## src/rtl/clk_div_multi.sv

```systemverilog
// -----------------------------------------------------------------------------
// clk_div_multi
//
// Multi-channel integer clock divider. Each channel derives a divided clock
// from i_ref_clk using its own ratio and enable. A new ratio is picked up only
// at a period boundary, so changing it never produces a runt pulse. The i_sync
// strobe restarts every enabled channel in phase.
//
// Parameters
//   CHANNELS     number of independent divider channels (1..8)
//   RATIO_W      width of each channel's division ratio
//
// Ports
//   i_ref_clk    reference clock; all logic runs on its rising edge
//   i_rst        synchronous, active-high reset
//   i_clk_en     per-channel enable
//   i_div_ratio  channel c ratio at bits [c*RATIO_W +: RATIO_W]
//   i_sync       one-cycle strobe that restarts all enabled channels
//   o_div_clk    divided clocks
//   o_div_pulse  period-start strobe, one per channel
//                (present only when CLK_DIV_PULSE_EN is defined)
//
// Optional feature macro: CLK_DIV_PULSE_EN
//
// Per-channel FSM
//   state     | meaning
//   ----------+----------------------------------------------------------
//   ST_IDLE   | channel disabled; output low, period counter held at 0
//   ST_DIVIDE | active ratio N >= 2; output high ceil(N/2), low floor(N/2)
//   ST_BYPASS | active ratio N <= 1; output follows i_ref_clk
//
// The enable register and bypass flag are carried in the state encoding:
// enabled means state != ST_IDLE, bypass means state == ST_BYPASS. Both only
// change at a load event or when the channel is disabled.
// -----------------------------------------------------------------------------
module clk_div_multi #(
  parameter int CHANNELS = 2,
  parameter int RATIO_W  = 8
) (
  input  logic                        i_ref_clk,
  input  logic                        i_rst,
  input  logic [CHANNELS-1:0]         i_clk_en,
  input  logic [CHANNELS*RATIO_W-1:0] i_div_ratio,
  input  logic                        i_sync,
  output logic [CHANNELS-1:0]         o_div_clk
`ifdef CLK_DIV_PULSE_EN
  ,
  output logic [CHANNELS-1:0]         o_div_pulse
`endif
);

  typedef enum logic [1:0] {
    ST_IDLE   = 2'd0,
    ST_DIVIDE = 2'd1,
    ST_BYPASS = 2'd2
  } ch_state_e;

  localparam logic [RATIO_W-1:0] ONE = RATIO_W'(1);

  for (genvar c = 0; c < CHANNELS; c++) begin : g_ch

    ch_state_e          state_q, state_d;
    logic [RATIO_W-1:0] n_q, n_d;
    logic [RATIO_W-1:0] k_q, k_d;
    logic               div_q, div_d;
    logic [RATIO_W-1:0] ratio;
    logic [RATIO_W-1:0] high_len;
    logic [RATIO_W-1:0] k_inc;
    logic               wrap;
    logic               load;

    assign ratio = i_div_ratio[c*RATIO_W +: RATIO_W];

    // High phase length ceil(N/2); written this way so N = 2^RATIO_W-1
    // cannot overflow.
    assign high_len = n_q - (n_q >> 1);

    // Inside ST_DIVIDE k never exceeds N-1, so the increment is only used
    // when it cannot overflow.
    assign k_inc = k_q + ONE;

    // A bypass period is a single reference cycle, so it ends every cycle.
    assign wrap = (state_q == ST_BYPASS) ||
                  ((state_q == ST_DIVIDE) && (k_q == n_q - ONE));

    // Load events: leaving idle, end of period, or sync. A simultaneous
    // disable suppresses the load.
    assign load = i_clk_en[c] && ((state_q == ST_IDLE) || wrap || i_sync);

    always_comb begin
      state_d = state_q;
      n_d     = n_q;
      k_d     = k_q;
      div_d   = div_q;

      if (!i_clk_en[c]) begin
        // Disable wins over sync and forces the output low right away,
        // even in the middle of the high phase.
        state_d = ST_IDLE;
        k_d     = '0;
        div_d   = 1'b0;
      end else if (load) begin
        n_d     = ratio;
        k_d     = '0;
        // k = 0 is always inside the high phase for N >= 2. In bypass the
        // registered level is masked by the output mux.
        div_d   = 1'b1;
        state_d = (ratio <= ONE) ? ST_BYPASS : ST_DIVIDE;
      end else begin
        k_d   = k_inc;
        div_d = (k_inc < high_len);
      end
    end

    always_ff @(posedge i_ref_clk) begin
      if (i_rst) begin
        state_q <= ST_IDLE;
        n_q     <= '0;
        k_q     <= '0;
        div_q   <= 1'b0;
      end else begin
        state_q <= state_d;
        n_q     <= n_d;
        k_q     <= k_d;
        div_q   <= div_d;
      end
    end

    // Final mux: the reference clock is passed through only while the
    // channel is enabled and the bypass flag is set.
    assign o_div_clk[c] = (state_q == ST_BYPASS) ? i_ref_clk : div_q;

`ifdef CLK_DIV_PULSE_EN
    logic pulse_q, pulse_d;

    // Registered alongside div_q, so the strobe lines up with the rising
    // divided clock. Bypass loads every cycle, which holds it at 1.
    assign pulse_d = load;

    always_ff @(posedge i_ref_clk) begin
      if (i_rst) begin
        pulse_q <= 1'b0;
      end else begin
        pulse_q <= pulse_d;
      end
    end

    assign o_div_pulse[c] = pulse_q;
`endif

  end : g_ch

endmodule : clk_div_multi

```

## config.mk

```make
export PLATFORM = sky130hd
export DESIGN_NAME = clk_div_multi
export DESIGN_NICKNAME = d
export VERILOG_FILES = /design/src/rtl/clk_div_multi.sv
export SDC_FILE = /design/constraint.sdc
export NUM_CORES = 1
export LEC_CHECK = 0
export BUFFER_PORTS_ARGS = -buffer_cell sky130_fd_sc_hd__buf_2
export CAP_MARGIN = 20
export CORE_MARGIN = 8
export CORE_UTILIZATION = 63
export CTS_BUF_LIST = sky130_fd_sc_hd__clkbuf_8
export CTS_CLUSTER_SIZE = 8
export DETAILED_ROUTE_END_ITERATION = 10
export GPL_ROUTABILITY_DRIVEN = 0
export HOLD_SLACK_MARGIN = 0.02
export PLACE_DENSITY = 0.83
export SLEW_MARGIN = 10
export SYNTH_ARGS = -nofsm -noshare
export SYNTH_HDL_FRONTEND = slang
export SYNTH_SLANG_ARGS = --single-unit
```

## constraint.sdc

```tcl
create_clock -name i_ref_clk -period 2.8 [get_ports i_ref_clk]
set_clock_uncertainty 0.1 [all_clocks]
set_input_delay 0.28 -clock i_ref_clk [delete_from_list [all_inputs] [get_ports i_ref_clk]]
set_output_delay 0.28 -clock i_ref_clk [all_outputs]
set_load 0.02 [all_outputs]
```

# After elaboration in Yosys (flattened, before gate mapping)
# Index checks and enable logic that the tools add are counted.
# W data, S select, Z words.
[word_totals]
out_inout_bits = 2
wordCells = 50
register_bits = 38
[classes]
bitwise_logic = 2
mux = 6
addsub = 6
n_lt_le_gt_ge = 4
n_eq_ne = 6
reduce_logical = 18
[op_table]
columns = ["operator", "n"]
rows = [
  ["$add A8 B1 Y8 const B", 2],
  ["$eq A8 B8 Y1", 2],
  ["$le A8 B1 Y1 const B", 2],
  ["$lt A8 B8 Y1", 2],
  ["$sub A8 B1 Y8 const B", 2],
  ["$sub A8 B7 Y8", 2],
  ["$logic_or A1 B1 Y1", 6],
  ["$reduce_or A3 Y1", 2],
  ["$eq A2 B1 Y1 const B", 2],
  ["$eq A2 B2 Y1 const B", 2],
  ["$logic_and A1 B1 Y1", 4],
  ["$logic_not A2 Y1", 2],
  ["$mux W1", 4],
  ["$mux W2", 2],
  ["$reduce_and A2 Y1", 2],
  ["$reduce_or A2 Y1", 2],
  ["$not A1 Y1", 2],
]

# Longest topological paths before layout
# Gate-level depths: netlist of run 1.
[logic_depth]
ltp_word = 8
depth_mapped = 15
depth_no_buf = 15

==> flow_summary.toml, run 1 <==
[status]
status = "finished clean"

[yosys]
synthMuxAreaShare_pct = 6.05
yosys_warnings = 0
ys.flop_type = "dfxtp_1"
synth_top_cells_by_count = "46 x ha_1, 38 x dfxtp_1, 34 x nor2_1"
synth_cells = 335
synth_xor_area_share_pct = 14.5
yosys.area_share.simple_pct = 17.0
syn_avg_cell_area_um2 = 8.95
syn-num-nets = 404
synth_area_leader_cell = "dfxtp_1"
synthArstFlopShare_pct = 0
synth_seq_area_share_pct = 25.4
synth_top_family_by_area = "adder cells"
synth_most_common_cell = "ha_1"
synth_area_mm2 = 0.00300
yosys.area_share.adder_pct = 20.5
synth_edf_count = 0
ys_ff_latch = 38
synth.top_cell.area_share_pct = 25.4
ys_types = 44
synthTopCellsByArea = "dfxtp_1 25%, ha_1 19%, xnor2_1 9.1%, mux2i_1 5.7%, xor2_1 4.7%"
synth_compound_area_share_pct = 12.1

[worst_setup_path]
endpoint_kind = "register"
critPathMaxStageDelay_ps = 380
crit_type = "reg -> reg"
required_ps = 3020
slowest_stage = "dfxtp_2"
path_cells = "inv_1, ha_1, inv_1, a21oi_2, nor2_1, o21ba_2, o41a_1, xnor2_1, ha_1, a21oi_1, nand2_1, a21oi_1"
critPathArrivalTime_ps = 2900
reg2reg_slack_ps = 130
critPathLaunchType = "register"
cp_max_fo = 4

[floorplan]
dieHeight_um = 85.0
core_area_mm2 = 0.00466
dieWidth_um = 85.0
row_count = 25
initial_core_util_pct = 64.3
boundaryPins = 23
floorplan.die_area_mm2 = 0.00722

[clock_network]
post_cts_buffers = 0
cts_tree = "built"
clk_pin_slew_ps = 70
clock_latency_ps = 390

[finish]
final_core_util_pct = 72.3
final_nets = 438
area_delta_synth_final_pct = 12.4
antenna_cells = 0
drive_gt1_share_pct = 15.4
fin_area_mm2 = 0.00337
finalNonFillerCells = 425

[place]
dp_worst_setup_slack_ps = 82.2
dp_hpwl_um = 5070
io_buffer_count = 22
dpl_cell_area_mm2 = 0.00320
dpl.cell_count = 412

[detailed_routing]
vias = 2370
top_layer = "met4"
routed_wl_um = 6350
wl_met3_um = 288
routedWlPerCell_um = 14.9
drt_iter0_markers = 164
drc_errors = 0
first_pass_iters = 4
m1WireLength_um = 3130
viasPerCell = 5.58
met2RoutedLength_um = 2880
ant_nets = 0

[grt]
global_route.usage.total_pct = 18.1
grt_max_degree = 20
first_global_vias = 2378
grt_overflow = 0
grt_pass1_wl_um = 10400
antenna_found_initial = 0

[pwr]
clkPwrFrac_pct = 34.5
powerDensity_mw_per_mm2 = 465
ir_drop_uv = 263
p_sw_share_pct = 30.5
pwr-share-seq_pct = 37.0
p_sw_mw = 0.478
internal_power_mw = 1.09
total_leakage_power_nw = 1.56
p_comb_share_pct = 28.4

[timing]
setup_ws_ps = 126
slew_headroom_pct = 71.8
post-route-period-util_pct = 95.5
fin_setup_tns_ps = 0
finalSetupViolations = 0
worst_pin_slew_ps = 421
max_freq_mhz = 374
min_period_ps = 2670
hold_viol = 0
finalMaxSlewViolations = 0
grt_setup_unrepaired = "true"

[worst_hold_path]
hold_class = "in -> reg"

[run]
cap_viol_max_count = 0
path summary, 6_finish.rpt:
check / startpoint / to / depth (start not counted)
max: g_ch[1].n_q[2]$_SDFFE_PP0P_ / g_ch[1].div_q$_SDFF_PP0_ / 12
min: i_div_ratio[0] / g_ch[0].n_q[0]$_SDFFE_PP0P_ / 3
max reg2reg: g_ch[1].n_q[2]$_SDFFE_PP0P_ / g_ch[1].div_q$_SDFF_PP0_ / 12
min reg2reg: g_ch[1].state_q[1]$_SDFFE_PP0P_ / g_ch[1].state_q[1]$_SDFFE_PP0P_ / 2
layer usage:
| metal | vias up | track usage, % |
|---|---|---|
| met1 | 1114 | 22.2 |
| li1 | 1204 | - |
| met4 | 0 | 6.63 |
| met5 | - | 0 |
| met2 | 46 | 29.2 |
| met3 | 6 | 5.21 |
logic make-up (layout without fill, tap and decap cells):
| family | Yosys count | after routing |
|---|---|---|
| flops | 38 | 38 |
| fa+ha+maj | 48 | 48 |
| xor+xnor | 48 | 48 |
| mux | 18 | 18 |
| buf+inv | 34 | 70 |
| simple gates | 101 | 101 |
| compound gates | 48 | 48 |
critical path: cells and delay by family, from the launching register on:
kind	cells	cell delay [ps]
adders and majority gates	2	640
and+or+nand+nor	2	130
DFF	1	380
AOI/OAI and AO/OA	5	960
xor gates and xnor gates	1	230
buffers and inverters	2	170
power groups by stage:
stage	Combinational [mW]	Clock, mW	Sequential [mW]
after floorplan	0.330	0.00374	0.586
after detailed placement	0.431	0.00495	0.592
after CTS	0.435	0.556	0.579
final	0.445	0.541	0.580
after global placement	0.413	0.00495	0.590
after global routing	0.493	0.574	0.583
repair_timing:
item	CTS	global route
endpoints found under the hold margin	0	0
endpoints found under the setup margin	0	2
hold buffers	0	0
gates resized for setup	0	11
metrics by stage:
stage | total power, mW | hold slack (ps)
3_5_place_dp | 1.03 | 400
2_1_floorplan | 0.920 | 327
6_report | 1.57 | 29.0
4_1_cts | 1.57 | 28.5
5_1_grt | 1.65 | 45.5
3_3_place_gp | 1.01 | 388
cell type report:
cell class | count | area (um^2)
multi-input combinational | 263 | 2120
fill | 344 | 1290
sequential | 38 | 768
clock buffer | 12 | 148
timing repair buffer | 26 | 145
inverter | 29 | 109
tap | 54 | 67.6
clock inverter | 3 | 12.5
registers in the layout, indices dropped and copies added (netlist names):
register / cells
g_ch.state_q: 4
g_ch.k_q: 16
g_ch.div_q: 2
g_ch.n_q: 16
placed cells by master (no fill, tap or decap), drive strengths merged, types with 3 or more instances in the layout:
cell,n
ha,46
dfxtp,38
nor2,34
xnor2,31
inv,31
buf,28
mux2i,17
xor2,16
nor2b,16
a21oi,15
nand3,12
nand2,12
clkbuf,10
nand2b,7
and3,6
a21o,6
o21bai,4
nor3,4
nand3b,3
o2111ai,3
o21ai,3
Power figures use the tool's default switching activity.
==> run 2, diff against run 1 <==
Settings changed: ABC_AREA from default to 1.
==> flow_summary.toml, run 2 <==
[status]
status = "finished clean"

[detailed_routing]
first_pass_iters = 4
ant_nets = 0
routedWlPerCell_um = 12.3
drt_iter0_markers = 138
drc_errors = 0
vias = 2902
routed_wl_um = 6900
viasPerCell = 5.15

[worst_setup_path]
crit_type = "reg -> reg"
critPathLaunchType = "register"
endpoint_kind = "register"
regToRegEndpoint = "g_ch[1].div_q$_SDFF_PP0_"
required_ps = 2910
reg2reg_slack_ps = 190
worstRegToRegCells = 16
r2r_start = "g_ch[1].n_q[0]$_SDFFE_PP0P_"
cp_max_fo = 4
critPathArrivalTime_ps = 2720

[grt]
antenna_found_initial = 0
grt_max_degree = 21
first_global_vias = 2730
global_route.usage.total_pct = 19.2
grt_overflow = 0
grt_pass1_wl_um = 11900

[worst_hold_path]
worstHoldEndpoint = "g_ch[0].n_q[0]$_SDFFE_PP0P_"
hold_start = "i_div_ratio[0]"
holdPathStages = 3
hold_class = "in -> reg"

[yosys]
synth_xor_area_share_pct = 9.68
synthArstFlopShare_pct = 0
syn_avg_cell_area_um2 = 6.97
syn-num-nets = 536
ys_types = 33
synth_most_common_cell = "nand2_1"
yosys_warnings = 0
synthMuxAreaShare_pct = 0
synth_area_leader_cell = "dfxtp_1"
yosys.area_share.adder_pct = 18.9
ys.flop_type = "dfxtp_1"
synth_compound_area_share_pct = 10.9
synthTopCellsByArea = "dfxtp_1 23%, ha_1 18%, nand2_1 11%, inv_1 9.3%, xor2_1 7.8%"
synth_top_family_by_area = "simple AND/OR/NAND/NOR gates"
synth.top_cell.area_share_pct = 23.4
synth_top_cells_by_count = "94 x nand2_1, 81 x inv_1, 46 x ha_1"
yosys.area_share.simple_pct = 25.5
ys_ff_latch = 38
synth_edf_count = 0
synth_cells = 467
synth_area_mm2 = 0.00326
synth_seq_area_share_pct = 23.4

[floorplan]
initial_core_util_pct = 64.6
floorplan.die_area_mm2 = 0.00772
dieWidth_um = 87.9
row_count = 26
dieHeight_um = 87.9
boundaryPins = 23
core_area_mm2 = 0.00504

[run]
cap_viol_max_count = 0

[clock_network]
post_cts_buffers = 0
clock_latency_ps = 300
cts_buffers = 5
cts_buffer_depth = 2
post_cts_resized = 0
clockRootBuffer = "clkbuf_8"
cts_tree = "built"
cts.htree.levels = 2
cts_hold_buf = 0
clk_pin_slew_ps = 90

[timing]
finalSetupViolations = 0
fin_setup_tns_ps = 0
setup_ws_ps = 190
max_freq_mhz = 383
finalMaxSlewViolations = 0
slew_headroom_pct = 72.5
min_period_ps = 2610
hold_viol = 0
holdWs_ps = 154
post-route-period-util_pct = 93.2
worst_pin_slew_ps = 411

[place]
dp_hpwl_um = 5560
io_buffer_count = 22
dp_worst_setup_slack_ps = 133
dpl.cell_count = 554
dpl_cell_area_mm2 = 0.00341

[finish]
final_cell_mix = "94 x nand2_1, 81 x inv_1, 44 x ha_1"
drive_gt1_share_pct = 13.4
top_regs = "g_ch.k_q (16), g_ch.n_q (16), g_ch.state_q (4)"
regArea_um2 = 771
fill_cells = 408
final_core_util_pct = 70.3
final_nets = 561
area_delta_synth_final_pct = 8.84
final_common_cell = "nand2_1"
fin_area_mm2 = 0.00354
antenna_cells = 0
multiInputGateArea_mm2 = 0.00215
finalNonFillerCells = 563

[pwr]
p_total_mw = 1.49
powerDensity_mw_per_mm2 = 421
total_leakage_power_nw = 1.82
ir_drop_uv = 390
[run 2: worst max-delay path by stage]
stage / from / slack (ps) / depth (start not counted) / to
floorplan: g_ch[1].n_q[2]$_SDFFE_PP0P_ / 360 / 12 / g_ch[1].div_q$_SDFF_PP0_
global placement: g_ch[1].n_q[3]$_SDFFE_PP0P_ / 240 / 12 / g_ch[1].div_q$_SDFF_PP0_
detailed placement: g_ch[1].n_q[3]$_SDFFE_PP0P_ / 130 / 12 / g_ch[1].div_q$_SDFF_PP0_
CTS: g_ch[1].n_q[3]$_SDFFE_PP0P_ / 100 / 12 / g_ch[1].div_q$_SDFF_PP0_
global route: g_ch[0].n_q[0]$_SDFFE_PP0P_ / -0.6 / 16 / g_ch[0].div_q$_SDFF_PP0_
finish: g_ch[1].n_q[0]$_SDFFE_PP0P_ / 190 / 16 / g_ch[1].div_q$_SDFF_PP0_
[run 2: kinds of logic after synthesis]
group	after synthesis
DFF	38
AOI/OAI and AO/OA	60
adders and majority gates	48
and+or+nand+nor	193
xor gates and xnor gates	36
buffers and inverters	92
[run 2: metal layers]
layer / track usage, % / share of wire, % / vias up
met5: 0 / 0 / -
met4: 7.03 / 1.3 / 0
met3: 3.94 / 3.2 / 9
met2: 29.1 / 43 / 43
met1: 25.9 / 53 / 1327
li1: - / - / 1523
[run 2: critical path: stages (launching register included)]
cell and delay (ps):
dfxtp_1 350, inv_2 100, ha_1 190, inv_1 60, fa_1 400, nand3_1 120, nand2_1 60, nand2_1 80
nand2_1 60, a21oi_1 150, xor2_1 90, ha_1 290, nand4_1 100, o221ai_1 180, nand2_1 90, nand2_1 60
inv_1 40
[run 2: final cells by class]
class / instances / area share, %
tap: 70 / 2.47
clock buffer: 7 / 2.22
inverter: 84 / 8.90
timing repair buffer: 22 / 3.25
multi-input combinational: 337 / 60.6
sequential: 38 / 21.8
clock inverter: 5 / 0.847
[run 2: power breakdown]
| group | internal, mW | leakage, nW | switching, mW |
|---|---|---|---|
| logic | 0.201 | 1.45 | 0.292 |
| clock network | 0.180 | 0.0605 | 0.233 |
| registers | 0.562 | 0.314 | 0.0239 |
| total | 0.944 | 1.82 | 0.549 |
==> run 3, diff against run 2 <==
Settings changed: CORE_UTILIZATION 63 to 40, CTS_BUF_LIST sky130_fd_sc_hd__clkbuf_8 to default, CTS_CLUSTER_SIZE 8 to default, HOLD_SLACK_MARGIN 0.02 to default, PLACE_DENSITY 0.83 to default, PLACE_DENSITY_LB_ADDON from default to 0.15.
==> flow_summary.toml, run 3 (same netlist as run 2, synthesis figures left out) <==
[finish]
final_core_util_pct = 45.5
multiInputGateArea_mm2 = 0.00216
area_delta_synth_final_pct = 12.6
final_cell_mix = "94 x nand2_1, 81 x inv_1, 43 x nor2_1, 43 x ha_1"
antenna_cells = 0
final_common_cell = "nand2_1"
drive_gt1_share_pct = 13.3
regArea_um2 = 764
top_regs = "g_ch.k_q (16), g_ch.n_q (16), g_ch.state_q (4)"
final_nets = 565
fill_cells = 815
finalNonFillerCells = 602

[grt]
grt_overflow = 0
grt_pass1_wl_um = 12400
grt_max_degree = 21
first_global_vias = 2674
global_route.usage.total_pct = 13.4
antenna_found_initial = 0

[worst_setup_path]
worstRegToRegCells = 16
crit_start = "g_ch[0].n_q[0]$_SDFFE_PP0P_"
cpMostUsedCell = "nand2_1"
required_ps = 2900
endpoint_kind = "register"
critPathArrivalTime_ps = 2710
crit_type = "reg -> reg"
cp_max_fo = 4
path_cells = "inv_2, ha_2, inv_1, fa_2, nand3_1, nand2_1, nand2_1, nand2_1, a21oi_1, xor2_1, ha_1, nand4_1, o221ai_1, nand2_1, nand2_1, inv_1"
slowest_stage = "dfxtp_1"
critPathMaxStageDelay_ps = 350
r2r_start = "g_ch[0].n_q[0]$_SDFFE_PP0P_"
critPathLaunchType = "register"

[place]
dpl.cell_count = 593
io_buffer_count = 22
dp_hpwl_um = 5960

[detailed_routing]
drt_iter0_markers = 153
first_pass_iters = 4
routedWlPerCell_um = 12.4
routed_wl_um = 7440
m1WireLength_um = 3950
wl_met3_um = 363
top_layer = "met4"
drc_errors = 0
vias = 2863
viasPerCell = 4.76
met2RoutedLength_um = 3060
ant_nets = 0

[clock_network]
clock_latency_ps = 300
cts_tree = "built"
cts_buffers = 5
clockRootBuffer = "clkbuf_8"
cts_buffer_depth = 2
clk_pin_slew_ps = 90
cts.htree.levels = 2

[pwr]
total_leakage_power_nw = 1.87
ir_drop_uv = 291
powerDensity_mw_per_mm2 = 448

[floorplan]
initial_core_util_pct = 40.4
dieWidth_um = 106
row_count = 33
dieHeight_um = 106
boundaryPins = 23
core_area_mm2 = 0.00805
floorplan.die_area_mm2 = 0.0113

[timing]
finalSetupViolations = 0
slew_headroom_pct = 72.3
hold_viol = 0
worst_pin_slew_ps = 412
post-route-period-util_pct = 93.1
finalMaxSlewViolations = 0
min_period_ps = 2610
max_freq_mhz = 384

[worst_hold_path]
hold_class = "in -> reg"
holdPathStages = 3
hold_start = "i_div_ratio[6]"

[run]
cap_viol_max_count = 0

[status]
status = "finished clean"
## run 3: critical path: cells and delay by family (launching register included)
family | cells | cell delay, ps
AO/OA/AOI/OAI | 2 | 330
XOR/XNOR | 1 | 100
adder cells (fa/ha/maj) | 3 | 880
buffers and inverters | 3 | 210
flip-flops | 1 | 350
AND/OR/NAND/NOR | 7 | 530
## run 3: final timing paths
kind                            slack, ps                           to
worst min register to register        390    g_ch[0].k_q[0]$_SDFF_PP0_
worst max register to register        190     g_ch[0].div_q$_SDFF_PP0_
worst max-delay path                  190     g_ch[0].div_q$_SDFF_PP0_
worst min-delay path                  170  g_ch[0].n_q[6]$_SDFFE_PP0P_
## run 3: what timing repair did
item / 4_1_cts / 5_1_grt
hold endpoints to repair: 0 / 0
resized for setup: 0 / 13
setup endpoints to repair: 0 / 2
hold buffers: 0 / 0
buffers inserted: 0 / 0
## run 3: layer usage
| layer | track usage, % | up-vias |
|---|---|---|
| li1 | - | 1533 |
| met2 | 19.9 | 47 |
| met4 | 3.12 | 0 |
| met3 | 3.02 | 6 |
| met1 | 19.2 | 1277 |
| met5 | 0 | - |
## run 3: area by class of cell
class	count	share of cell area, %
Timing Repair Buffer	26	3.96
Tap cell	105	3.58
Clock inverter	4	1.13
Sequential cell	38	20.9
Multi-Input combinational cell	337	59.0
Inverter	84	8.60
Clock buffer	8	2.83
## run 3: where the power goes
part / internal (mW) / switching (mW) / leakage, nW
clock network: 0.323 / 0.233 / 0.0881
logic: 0.207 / 0.300 / 1.47
registers: 0.561 / 0.0199 / 0.312
total: 1.09 / 0.552 / 1.87
## run 3: stage by stage
step | total power [mW] | instance area [um^2] | setup WS (ps) | TNS [ps] | hold slack, ps
5_1_grt | 1.76 | 3660 | -19.0 | -19.0 | 186
2_1_floorplan | 0.980 | 3260 | 359 | 0 | 341
3_3_place_gp | 1.08 | 3480 | 170 | 0 | 377
6_report | 1.64 | 3660 | 193 | 0 | 165
4_1_cts | 1.64 | 3610 | 27.9 | 0 | 161
3_5_place_dp | 1.09 | 3480 | 66.1 | 0 | 376
